===== config.mk =====
export PLATFORM = sky130hd
export DESIGN_NAME = pwm_compare_unit
export DESIGN_NICKNAME = d
export VERILOG_FILES = /design/src/rtl/pwm_compare_unit.sv
export SDC_FILE = /design/constraint.sdc
export NUM_CORES = 1
export LEC_CHECK = 0
export BUFFER_PORTS_ARGS = -buffer_cell sky130_fd_sc_hd__buf_2
export CORE_MARGIN = 5
export CORE_UTILIZATION = 60
export CTS_BUF_LIST = sky130_fd_sc_hd__clkbuf_16
export CTS_CLUSTER_DIAMETER = 150
export DETAILED_ROUTE_END_ITERATION = 10
export PLACE_DENSITY = 0.86
export SLEW_MARGIN = 0
export SYNTH_ARGS = -nofsm -noshare
export SYNTH_HDL_FRONTEND = slang
export SYNTH_SLANG_ARGS = --single-unit

===== constraint.sdc =====
create_clock -name clk -period 6.6 [get_ports clk]
set_input_delay 0.33 -clock clk [delete_from_list [all_inputs] [get_ports clk]]
set_output_delay 0.33 -clock clk [all_outputs]
set_load 0.1 [all_outputs]

===== src/rtl/pwm_compare_unit.sv =====
// pwm_compare_unit
//   Consumer of the modulo-PERIOD up/down timer count bus. Compares the
//   count against the applied duty and drives a complementary gate pair
//   with dead-time insertion at every switching edge. New duty values
//   arrive over a valid/ready handshake, wait in a one-entry shadow
//   register and are applied only at period boundaries.
//
// Ports
//   clk           clock
//   rst           asynchronous reset, active-low
//   clr           synchronous clear, active-low (same effect as rst)
//   cnt_in        timer count, 0..PERIOD-1
//   cnt_dir       timer direction, 1 = counting down (boundary detection only)
//   duty_in       requested duty in counts
//   duty_valid    duty_in valid
//   duty_ready    shadow register free
//   duty_active   duty currently applied
//   pwm_h/pwm_l   high-side / low-side gate drives
//   period_start  one-cycle pulse, one cycle after a period boundary
module pwm_compare_unit #(
    parameter int unsigned PERIOD    = 2500,
    parameter int unsigned DEAD_TIME = 8,
    parameter int unsigned WIDTH     = 32
) (
    input  logic             clk,
    input  logic             rst,
    input  logic             clr,
    input  logic [WIDTH-1:0] cnt_in,
    input  logic             cnt_dir,
    input  logic [WIDTH-1:0] duty_in,
    input  logic             duty_valid,
    output logic             duty_ready,
    output logic [WIDTH-1:0] duty_active,
    output logic             pwm_h,
    output logic             pwm_l,
    output logic             period_start
);

    localparam logic [WIDTH-1:0] PERIOD_W = WIDTH'(PERIOD);
    localparam logic [WIDTH-1:0] LAST_W   = WIDTH'(PERIOD - 1);
    localparam logic [7:0]       DT_LOAD  = 8'(DEAD_TIME - 1);

    typedef enum logic [1:0] {
        L_ON,
        DT_H,
        H_ON,
        DT_L
    } state_e;

    logic [WIDTH-1:0] prev_cnt_q;
    logic [WIDTH-1:0] shadow_q, shadow_d;
    logic             shadow_full_q, shadow_full_d;
    logic [WIDTH-1:0] duty_active_q, duty_active_d;
    logic             period_start_q;
    state_e           state_q;
    logic [7:0]       dead_q;
    logic             pwm_h_q, pwm_l_q;

    logic             boundary;
    logic             transfer;
    logic             raw;
    logic [WIDTH-1:0] duty_clamped;

    // Wrap detection in either direction; illegal counts never match.
    assign boundary = cnt_dir ? (cnt_in == LAST_W && prev_cnt_q == '0)
                              : (cnt_in == '0 && prev_cnt_q == LAST_W);

    assign transfer     = duty_valid && !shadow_full_q;
    assign duty_clamped = (duty_in > PERIOD_W) ? PERIOD_W : duty_in;
    assign raw          = cnt_in < duty_active_q;

    always_comb begin
        shadow_d      = shadow_q;
        shadow_full_d = shadow_full_q;
        duty_active_d = duty_active_q;
        if (boundary && transfer) begin
            // Shadow is necessarily empty here, so bypass it.
            duty_active_d = duty_clamped;
        end else begin
            if (boundary && shadow_full_q) begin
                duty_active_d = shadow_q;
                shadow_full_d = 1'b0;
            end
            if (transfer) begin
                shadow_d      = duty_clamped;
                shadow_full_d = 1'b1;
            end
        end
    end

    always_ff @(posedge clk or negedge rst) begin
        if (!rst) begin
            prev_cnt_q     <= '0;
            shadow_q       <= '0;
            shadow_full_q  <= 1'b0;
            duty_active_q  <= '0;
            period_start_q <= 1'b0;
        end else if (!clr) begin
            prev_cnt_q     <= '0;
            shadow_q       <= '0;
            shadow_full_q  <= 1'b0;
            duty_active_q  <= '0;
            period_start_q <= 1'b0;
        end else begin
            prev_cnt_q     <= cnt_in;
            shadow_q       <= shadow_d;
            shadow_full_q  <= shadow_full_d;
            duty_active_q  <= duty_active_d;
            period_start_q <= boundary;
        end
    end

    // Dead-time FSM. Outputs are registered alongside the state, and the
    // only paths into H_ON/L_ON pass through a both-low state, so the two
    // gates can never be high together.
    always_ff @(posedge clk or negedge rst) begin
        if (!rst) begin
            state_q <= L_ON;
            dead_q  <= '0;
            pwm_h_q <= 1'b0;
            pwm_l_q <= 1'b1;
        end else if (!clr) begin
            state_q <= L_ON;
            dead_q  <= '0;
            pwm_h_q <= 1'b0;
            pwm_l_q <= 1'b1;
        end else begin
            case (state_q)
                L_ON: begin
                    if (raw) begin
                        state_q <= DT_H;
                        dead_q  <= DT_LOAD;
                        pwm_l_q <= 1'b0;
                    end
                end
                DT_H: begin
                    if (!raw) begin
                        state_q <= L_ON;
                        pwm_l_q <= 1'b1;
                    end else if (dead_q == '0) begin
                        state_q <= H_ON;
                        pwm_h_q <= 1'b1;
                    end else begin
                        dead_q <= dead_q - 8'd1;
                    end
                end
                H_ON: begin
                    if (!raw) begin
                        state_q <= DT_L;
                        dead_q  <= DT_LOAD;
                        pwm_h_q <= 1'b0;
                    end
                end
                DT_L: begin
                    if (raw) begin
                        state_q <= H_ON;
                        pwm_h_q <= 1'b1;
                    end else if (dead_q == '0) begin
                        state_q <= L_ON;
                        pwm_l_q <= 1'b1;
                    end else begin
                        dead_q <= dead_q - 8'd1;
                    end
                end
                default: begin
                    state_q <= L_ON;
                    pwm_h_q <= 1'b0;
                    pwm_l_q <= 1'b1;
                end
            endcase
        end
    end

    assign duty_ready   = !shadow_full_q;
    assign duty_active  = duty_active_q;
    assign pwm_h        = pwm_h_q;
    assign pwm_l        = pwm_l_q;
    assign period_start = period_start_q;

endmodule


**Word level (Yosys, flattened, before mapping)**

Index checks and enable logic that the tools add are counted.

- Order comparisons: 2
- Reduce and logical (&&, ||, !) cells: 16
- Eq/ne operators: 21
- $add $sub $neg: 1
- Mux-type cells: 40

Operators by type and width:

| kind | number |
|---|---|
| $mux W32 | 8 |
| $eq A32 B12 Y1 const B | 2 |
| $logic_not A32 Y1 | 2 |
| $mux W8 | 6 |
| $gt A32 B12 Y1 const B | 1 |
| $lt A32 B32 Y1 | 1 |
| $pmux W8 S4 | 1 |
| $ne A3 B3 Y1 const B | 8 |
| $mux W1 | 15 |
| $mux W2 | 7 |
| $reduce_and A5 Y1 | 2 |
| $logic_not A8 Y1 | 1 |
| $ne A4 B1 Y1 const B | 2 |
| $ne A4 B4 Y1 const B | 2 |
| $pmux W2 S4 | 1 |
| $reduce_and A4 Y1 | 2 |
| $sub A8 B1 Y8 const B | 1 |
| $ne A3 B1 Y1 const B | 2 |
| $pmux W1 S3 | 2 |
| $logic_and A1 B1 Y1 | 5 |
| $eq A2 B2 Y1 const B | 2 |
| $reduce_and A2 Y1 | 2 |
| $eq A2 B1 Y1 const B | 1 |
| $logic_not A2 Y1 | 1 |
| 3 further kinds | 3 |

- Output and inout bits: 36
- Input port bits: 69
- Register bits: 110
- Word-level logic and storage cells: 89

**Longest topological paths before layout**

Gate-level depths: netlist (run 1).

- Depth in word-level cells: 8
- Depth in mapped cells: 10

**Least setup slack after synthesis (run 1)**

OpenSTA, ideal clock, no wires.

- Path type: register to register
- Start: reg duty_active_q[14] (netlist: duty_active[14])
- End: reg dead_q[2]
- Data arrival time: 3.384 ns
- Period minus slack after synthesis: 3.507 ns
- Cell stages (with the launch flop): 11
- Setup time: 0.123 ns
- Setup slack: 3.093 ns
- Path through: dfrtp_1 -> inv_1 -> ha_1 -> nand4_1 -> or3_1 -> or4_1 -> a41oi_2 -> nor2_2 -> a211oi_4 -> nor2_1 -> o221a_2

- Word-level cells in the longest chain between the ends: 3
- Elaborated cells on any way between the ends: 6

Ends and longest elaborated chain:

| element | RTL line | text |
|---|---|---|
| start, declared | 53 | `logic [WIDTH-1:0] duty_active_q, duty_active_d;` |
| start signal, assigned | 108 | `duty_active_q <= duty_active_d;` |
| $lt A32 B32 Y1 * | 70 | `assign raw = cnt_in < duty_active_q;` |
| $ne A3 B3 Y1 (no source line) | - |  |
| $reduce_and A4 Y1 (no source line) * | - |  |
| end signal, assigned | 144 | `dead_q <= dead_q - 8'd1;` |
| end signal, assigned | 162 | `dead_q <= dead_q - 8'd1;` |
| end, declared | 56 | `logic [7:0] dead_q;` |

Every way passes the cells marked *; elsewhere a longest branch is shown, timed or not.
A chain may end at the register's enable or synchronous reset.

**Worst setup path in the final report (run 1)**

- Start: reg duty_active_q[14] (netlist: duty_active[14])
- End: reg dead_q[3]

The elaborated chain is that of the path after synthesis.

==> key figures, run 1 <==
Routing
  • Met2 WL: 6.17 mm
  • DR DRC count: 0
  • DR pass1 iterations: 5
  • DR WL/cell: 17.4 um
  • DR top layer: met4
  • Met3 WL post-DR: about 990 um
  • Met1 wire length: 5.38 mm
  • Routed vias/inst: slightly below 6
  • Vias post-DR: 4411
  • Final WL: between 10 and 15 mm
  • Initial DRC count: 260
  • Antenna-violating nets left: 0

Clock tree
  • Post-CTS sizing: 0
  • Postcts setup bufs: 0
  • Num Clock Sinks: 110
  • Cts hold-fix bufs: 0
  • CTS Buffer Depth: 2
  • Worst skew pair latency: 0.35 ns
  • CTS tree: done
  • CTS HTree Levels: 3
  • Worst-path clk slew: 0.08 ns
  • CTS Buf Count: 9
  • Clk root buf: clkbuf_16

Worst setup path
  • Critical path fanouts, max: 9
  • Critical path buffers and inverters: 1
  • Crit. Startpoint: duty_active[14]$_DFFE_PN0P_
  • Critical path startpoint category: register
  • Worst setup EP type: register
  • Critical-path top delay cell: or4_1
  • Worst path max stage delay: 0.55 ns
  • CP endpoint: dead_q[3]$_DFFE_PN0P_
  • Req. time, crit path: around 6.8 ns
  • R2R depth: 10
  • CP Class: register to register
  • CP cell instances: inv_1 -> ha_1 -> nand4_1 -> or3_1 -> or4_1 -> a41oi_2 -> nor2_2 -> a211oi_4 -> nand3b_1 -> o311ai_1
  • Worst r2r src: duty_active[14]$_DFFE_PN0P_
  • Crit. path cell count: 10
  • Worst Path Arrival: 3.51 ns
  • Flop2flop setup slack: 3.29 ns
  • CP top delay family: simple AND/OR/NAND/NOR gates
  • RR Endpoint: dead_q[3]$_DFFE_PN0P_

Power
  • Maximum VDD drop: 0.000225 V
  • Pwr dens: 264 nW/um2
  • Pleak: about 3.0 nW

Floorplanning
  • Initial Utilization: roughly three fifths
  • # IOs: around 110
  • Die Span Y: about 100 um
  • Cell Rows: 34
  • Die W: between 100 and 150 um
  • Core Region: 8680 um2
  • Die area: 10900 um2

Yosys
  • Share of the synthesized area in the top cell type: between 50% and 60%
  • Avg Cell Area, Syn: 10.1 um2
  • Dominant cell type by area after synthesis: dfrtp_1
  • Synth area leaders: dfrtp_1 (51%), ha_1 (8.7%), and2_1 (6.1%)
  • Synth async-reset ratio: between 90% and 100%
  • Mapped Area: 5330 um2
  • Syn Nets: 632
  • Netlist cell types: 52
  • #FFs+latches synth: 110
  • Post-synthesis sequential area ratio: 51.7%
  • Post-synth EDFFs: 0
  • Ys flop type: dfrtp_1
  • Synthesis warning total: 0
  • Post-Syn Instances: 526

GRT
  • Largest net degree at the start of global routing: 61
  • Congestion Overflow GR: 0
  • Number of global-route vias before repair: 4466
  • Global Route Usage Sum: 24.2%
  • Antenna violations before repair: 0
  • First-pass GRT wire length: between 20 and 25 mm

Finish
  • Share of cells above drive strength 1: 21.5%
  • Finished Core Util: 72.1%
  • Most frequent cells in the layout: dfrtp_1 (109), buf_2 (103), nand2_1 (61)
  • Commonest non-fill, non-tap cell in the layout: dfrtp_1
  • Inserted Diodes: 0
  • Final #Nets: 735
  • Area delta synth->final: 17.5%

STA
  • Setup Skew: 0.00932 ns
  • Slew HR: 41.0%
  • Final worst-path cycle share: 50.2%
  • Tmin final: about 3.3 ns
  • RSZ-0062 raised after global routing: no
  • Setup violators final: 0
  • Fin. Hold Viols: 8
  • Pins Over Slew Limit: 0
  • Tightest Pin Transition: ~0.88 ns
  • Max Freq: between 300 and 400 MHz
  • Final setup TNS: 0 ns
  • Fin Hold WS: -0.0146 ns

Place
  • Gp weighted congestion: 0.888
  • Hpwl dp: 9.74 mm
  • IO buf count: 104

Run status
  • Failing checks: negative hold slack
  • Status: complete, but fails checks

Min path
  • Hold WC Path Type: primary input to asynchronous set/reset pin

Flow run
  • Number of max-cap violations: 0
worst min path at each step:
stage	start	end	slack (ns)	depth (start not counted)
finish	rst	prev_cnt_q[17]$_DFF_PN0_	-0.01	1
global route	rst	prev_cnt_q[17]$_DFF_PN0_	0.04	1
floorplan	rst	dead_q[0]$_DFFE_PN0P_	0.03	0
CTS	rst	prev_cnt_q[17]$_DFF_PN0_	0.02	1
global placement	rst	prev_cnt_q[19]$_DFF_PN0_	0.38	1
detailed placement	rst	prev_cnt_q[17]$_DFF_PN0_	0.39	1
layer usage:
metal,track usage [%],up-vias
li1,-,2078
met1,32.1,2100
met2,39.4,202
met3,5.03,31
met4,8.79,0
met5,0,-
power by group:
group	leakage (nW)	switching (mW)	total [mW]	internal (mW)
clock	0.142	0.255	0.521	0.265
combinational	1.35	0.259	0.389	0.131
sequential	1.48	0.0306	0.744	0.713
worst reg2reg max path, cell delays in order, from the launching register on:
cell      delay (ns)
dfrtp_1         0.40
inv_1           0.07
ha_1            0.32
nand4_1         0.12
or3_1           0.40
or4_1           0.55
a41oi_2         0.32
nor2_2          0.16
a211oi_4        0.44
nand3b_1        0.27
o311ai_1        0.12
synthesized netlist by cell type (2+ instances only):
library cell / instances
nand4_1: 10
dfrtp_1: 109
a22o_1: 20
a211oi_1: 3
nor3_1: 9
and2_1: 52
a21oi_1: 19
nand2_1: 61
inv_1: 40
a21o_1: 2
nor2_1: 25
nand3_1: 10
o21ai_0: 31
o22ai_1: 2
or3_1: 2
o211ai_1: 2
nand4b_1: 2
a31oi_1: 5
a2bb2o_1: 6
or4_1: 2
clkbuf_1: 16
a22oi_1: 3
ha_1: 37
nand2b_1: 3
o31ai_1: 6
nor4b_1: 2
nor4_1: 22
cell families (layout without fill, tap and decap cells):
family | Yosys count | count (layout) | share of synthesized area, %
mux | 1 | 1 | 0.188
flops | 110 | 110 | 51.7
compound gates | 113 | 113 | 15.0
fa+ha+maj | 37 | 37 | 8.69
buf+inv | 57 | 165 | 4.02
simple gates | 208 | 208 | 20.4
layout make-up:
class                   count  area [um2]
flip-flops and latches    110        2750
fillers                   655        2420
repair buffers            108         553
well taps                 108         135
clock buffers               9         225
multi-input cells         359        2370
inverters                  41         154
clock inverters             7        66.3
stage by stage:
step                cell area (um2)  total power, mW  setup slack (ns)  instances
finish                         6260             1.65              3.29        742
CTS                            6260             1.66              3.29        742
global placement               5970             1.13              3.39        726
global route                   6260             1.75              3.08        742
floorplan                      5330             1.03              3.09        526
detailed placement             5970             1.14              3.25        726
sequential cells by signal, indices dropped and copies added (netlist names):
| name | cells |
|---|---|
| period_start | 1 |
| dead_q | 8 |
| shadow_full_q | 1 |
| prev_cnt_q | 32 |
| pwm_l | 1 |
| shadow_q | 32 |
| pwm_h | 1 |
| duty_active | 32 |
| state_q | 2 |
Note: power is estimated with default switching activity, not from simulation.
==> inputs of run 2 (changes only) <==
Settings changed: ABC_AREA set to 1, CORE_UTILIZATION 60 to 56, PLACE_DENSITY 0.86 to 0.8.
Clock period 6.6 ns to 3.13 ns, I/O delays scaled along.
==> key figures, run 2 <==
GRT
  • Number of global-route vias before repair: 4749 (+6.3%)
  • Antenna violations before repair: 0 (unchanged)
  • Largest net degree at the start of global routing: 60 (-1.6%)
  • Congestion Overflow GR: 0 (unchanged)
  • First-pass GRT wire length: 22.1 mm (+2.4%)
  • Global Route Usage Sum: 23.5% (-0.69 points)

Yosys
  • Avg Cell Area, Syn: 8.61 um2 (-15%)
  • Top cells by count, synth: nand2_1 (155), dfrtp_1 (109), inv_1 (92)
  • #FFs+latches synth: 110 (unchanged)
  • Post-Syn Instances: 652 (+24%)
  • Mapped Area: 5610 um2 (+5.4%)
  • Netlist cell types: 33 (-37%)
  • Post-synth EDFFs: 0 (unchanged)
  • Share of the synthesized area in the top cell type: 48.6% (-2.6 points)
  • Ys flop type: dfrtp_1
  • Syn Nets: 758 (+20%)
  • Synthesis warning total: 0 (unchanged)
  • Dominant cell type by area after synthesis: dfrtp_1
  • Synth async-reset ratio: 100% (unchanged)
  • Count leader, synth: nand2_1
  • Synth area leaders: dfrtp_1 (49%), nand2_1 (10%), ha_1 (8.2%)
  • Post-synthesis sequential area ratio: 49.1% (-2.7 points)

Finish
  • Final #Nets: 856 (+16%)
  • Layout Cells excl Fill: 888 (+20%)
  • Area delta synth->final: 16.7%
  • Post-route cell area: 6550 um2 (+4.7%)
  • Most frequent cells in the layout: nand2_1 (155), dfrtp_1 (109), buf_2 (103)
  • Share of cells above drive strength 1: 18.1% (-3.3 points)
  • Inserted Diodes: 0 (unchanged)
  • Commonest non-fill, non-tap cell in the layout: nand2_1

Place
  • Hpwl dp: 10.2 mm (+5.3%)
  • IO buf count: 104 (unchanged)
  • Placed Cells: 871 (+20%)
  • Gp weighted congestion: 0.861 (-3.0%)
  • Post-DP Area: 6220 um2 (+4.3%)

Routing
  • DR DRC count: 0 (unchanged)
  • Initial DRC count: 347 (+33%)
  • Vias post-DR: 4806 (+9.0%)
  • Final WL: 13.5 mm (+4.3%)
  • Antenna-violating nets left: 0 (unchanged)
  • DR pass1 iterations: 5 (unchanged)
  • DR WL/cell: 15.2 um (-13%)
  • Routed vias/inst: 5.41 (-9.0%)

Worst setup path
  • Worst r2r src: duty_active[27]$_DFFE_PN0P_
  • Critical path startpoint category: register
  • RR Endpoint: dead_q[7]$_DFFE_PN0P_
  • Worst Path Arrival: 2.80 ns (-0.71 ns)
  • R2R depth: 13 (+3)
  • CP Class: register to register
  • Critical path fanouts, max: 10 (+1)
  • Flop2flop setup slack: 0.57 ns (-2.72 ns)
  • Worst setup EP type: register
  • Req. time, crit path: 3.37 ns (-3.43 ns)

Clock tree
  • CTS HTree Levels: 3 (unchanged)
  • Worst skew pair latency: 0.36 ns (about the same)
  • Post-CTS sizing: 0 (unchanged)
  • Num Clock Sinks: 110 (unchanged)
  • CTS Buffer Depth: 2 (unchanged)
  • Clk root buf: clkbuf_16
  • CTS Buf Count: 9 (unchanged)
  • CTS tree: done
  • Worst-path clk slew: 0.07 ns (about the same)
  • Postcts setup bufs: 0 (unchanged)
  • Cts hold-fix bufs: 1 (+1)

STA
  • Tightest Pin Transition: 0.746 ns (-0.135 ns)
  • RSZ-0062 raised after global routing: no
  • Final worst-path cycle share: 81.9% (+32 points)
  • Max Freq: 390 MHz (+29%)
  • Fin. Hold Viols: 0 (-8)
  • Slew HR: 50.3% (+9.3 points)
  • Final setup TNS: 0 ns (unchanged)
  • Setup violators final: 0 (unchanged)
  • Pins Over Slew Limit: 0 (unchanged)
  • Tmin final: 2.56 ns (-0.747 ns)
  • Setup Skew: 0.00699 ns (-0.00233 ns)

Floorplanning
  • Cell Rows: 36 (+5.9%)
  • Die Span Y: 110 um (+5.7%)
  • Die W: 110 um (+5.7%)
  • # IOs: 105 (unchanged)
  • Initial Utilization: 57.4% (-3.9 points)
  • Core Region: 9770 um2 (+13%)
  • Die area: 12100 um2 (+12%)

Power
  • Flop pwr share: 42.8% (-2.2 points)
  • P_int: 2.46 mW (+120%)
  • Clk pwr share: 31.7% (+0.2 points)
  • Pwr dens: 570 nW/um2 (+120%)
  • Switching pwr: 1.28 mW (+130%)
  • PnR Total Power: 3.74 mW (+130%)
  • Sw Ratio: 34.2% (+1.2 points)
  • Combinational share of power: 25.5% (+2.0 points)
  • Maximum VDD drop: 0.000307 V (+37%)
  • Pleak: 3.54 nW (+19%)

Run status
  • Status: finished clean

Min path
  • Hold WC Path Type: primary input to register
  • Hold depth: 3
  • Hold worst-path end: prev_cnt_q[21]$_DFF_PN0_
  • Min-delay src: cnt_in[21]

Flow run
  • Number of max-cap violations: 0 (unchanged)
run 2: cell count changes after synthesis, sizes merged, moves of 11 or more:
| cell | delta |
|---|---|
| nand2 | +96 |
| inv | +54 |
| and2 | -32 |
| nand4 | +22 |
| o21ai | +22 |
| a22o | -20 |
| buf | +11 |
| o211ai | +11 |
run 2: per-stage QoR:
step                util, %  setup WS, ns  hold slack, ns
floorplan                 -         0.512          -0.139
global placement       63.7         0.736           0.260
detailed placement     63.7         0.606           0.275
CTS                    67.0         0.590          0.0286
global route           67.0         0.364          0.0453
finish                 67.0         0.566          0.0259
run 2: area by class of cell:
cell class | instances | area [um2]
fillers | 791 | 3220
flip-flops and latches | 110 | 2750
multi-input cells | 425 | 2380
repair buffers | 110 | 583
inverters | 94 | 353
clock buffers | 9 | 225
well taps | 133 | 166
clock inverters | 7 | 92.6
run 2: worst max-delay path, stage by stage, from the launching register on:
cell     delay [ns]
dfrtp_1        0.37
inv_1          0.07
ha_1           0.29
nand2_1        0.07
nor2_1         0.12
nand2_1        0.09
nor4_1         0.39
nand2_1        0.20
nand2_2        0.18
nand3_1        0.09
nand2_1        0.32
nor2_4         0.12
nand2_1        0.09
nand2_1        0.06
run 2: logic make-up after synthesis:
family | synth area share (%)
XOR/XNOR | 0.936
flip-flops | 49.1
AO/OA/AOI/OAI | 9.27
adder cells (fa/ha/maj) | 8.25
buffers and inverters | 8.58
AND/OR/NAND/NOR | 23.9
run 2: worst max-delay path by stage:
stage               slack (ns)  cells past startpoint                        start               endpoint
global route              0.36                     13  duty_active[27]$_DFFE_PN0P_  dead_q[7]$_DFFE_PN0P_
finish                    0.57                     13  duty_active[27]$_DFFE_PN0P_  dead_q[7]$_DFFE_PN0P_
CTS                       0.59                     13  duty_active[27]$_DFFE_PN0P_  dead_q[4]$_DFFE_PN0P_
global placement          0.74                     13  duty_active[30]$_DFFE_PN0P_  dead_q[1]$_DFFE_PN0P_
floorplan                 0.51                     13  duty_active[19]$_DFFE_PN0P_  dead_q[0]$_DFFE_PN0P_
detailed placement        0.61                     13  duty_active[27]$_DFFE_PN0P_  dead_q[4]$_DFFE_PN0P_
run 2: per-layer routing:
layer	track usage (%)	part of all wire, %	up-vias
met5	0	0	-
met4	9.67	2.7	0
met3	2.74	4.5	29
met2	41.2	52	145
met1	29.5	40	2289
li1	-	-	2343
run 2: power by group through the flow:
stage | Sequential, mW | Clock [mW] | Combinational, mW
CTS | 1.60 | 1.20 | 0.952
global placement | 1.62 | 0 | 0.902
finish | 1.60 | 1.18 | 0.953
floorplan | 1.76 | 0 | 0.552
detailed placement | 1.63 | 0 | 0.940
global route | 1.61 | 1.26 | 1.06
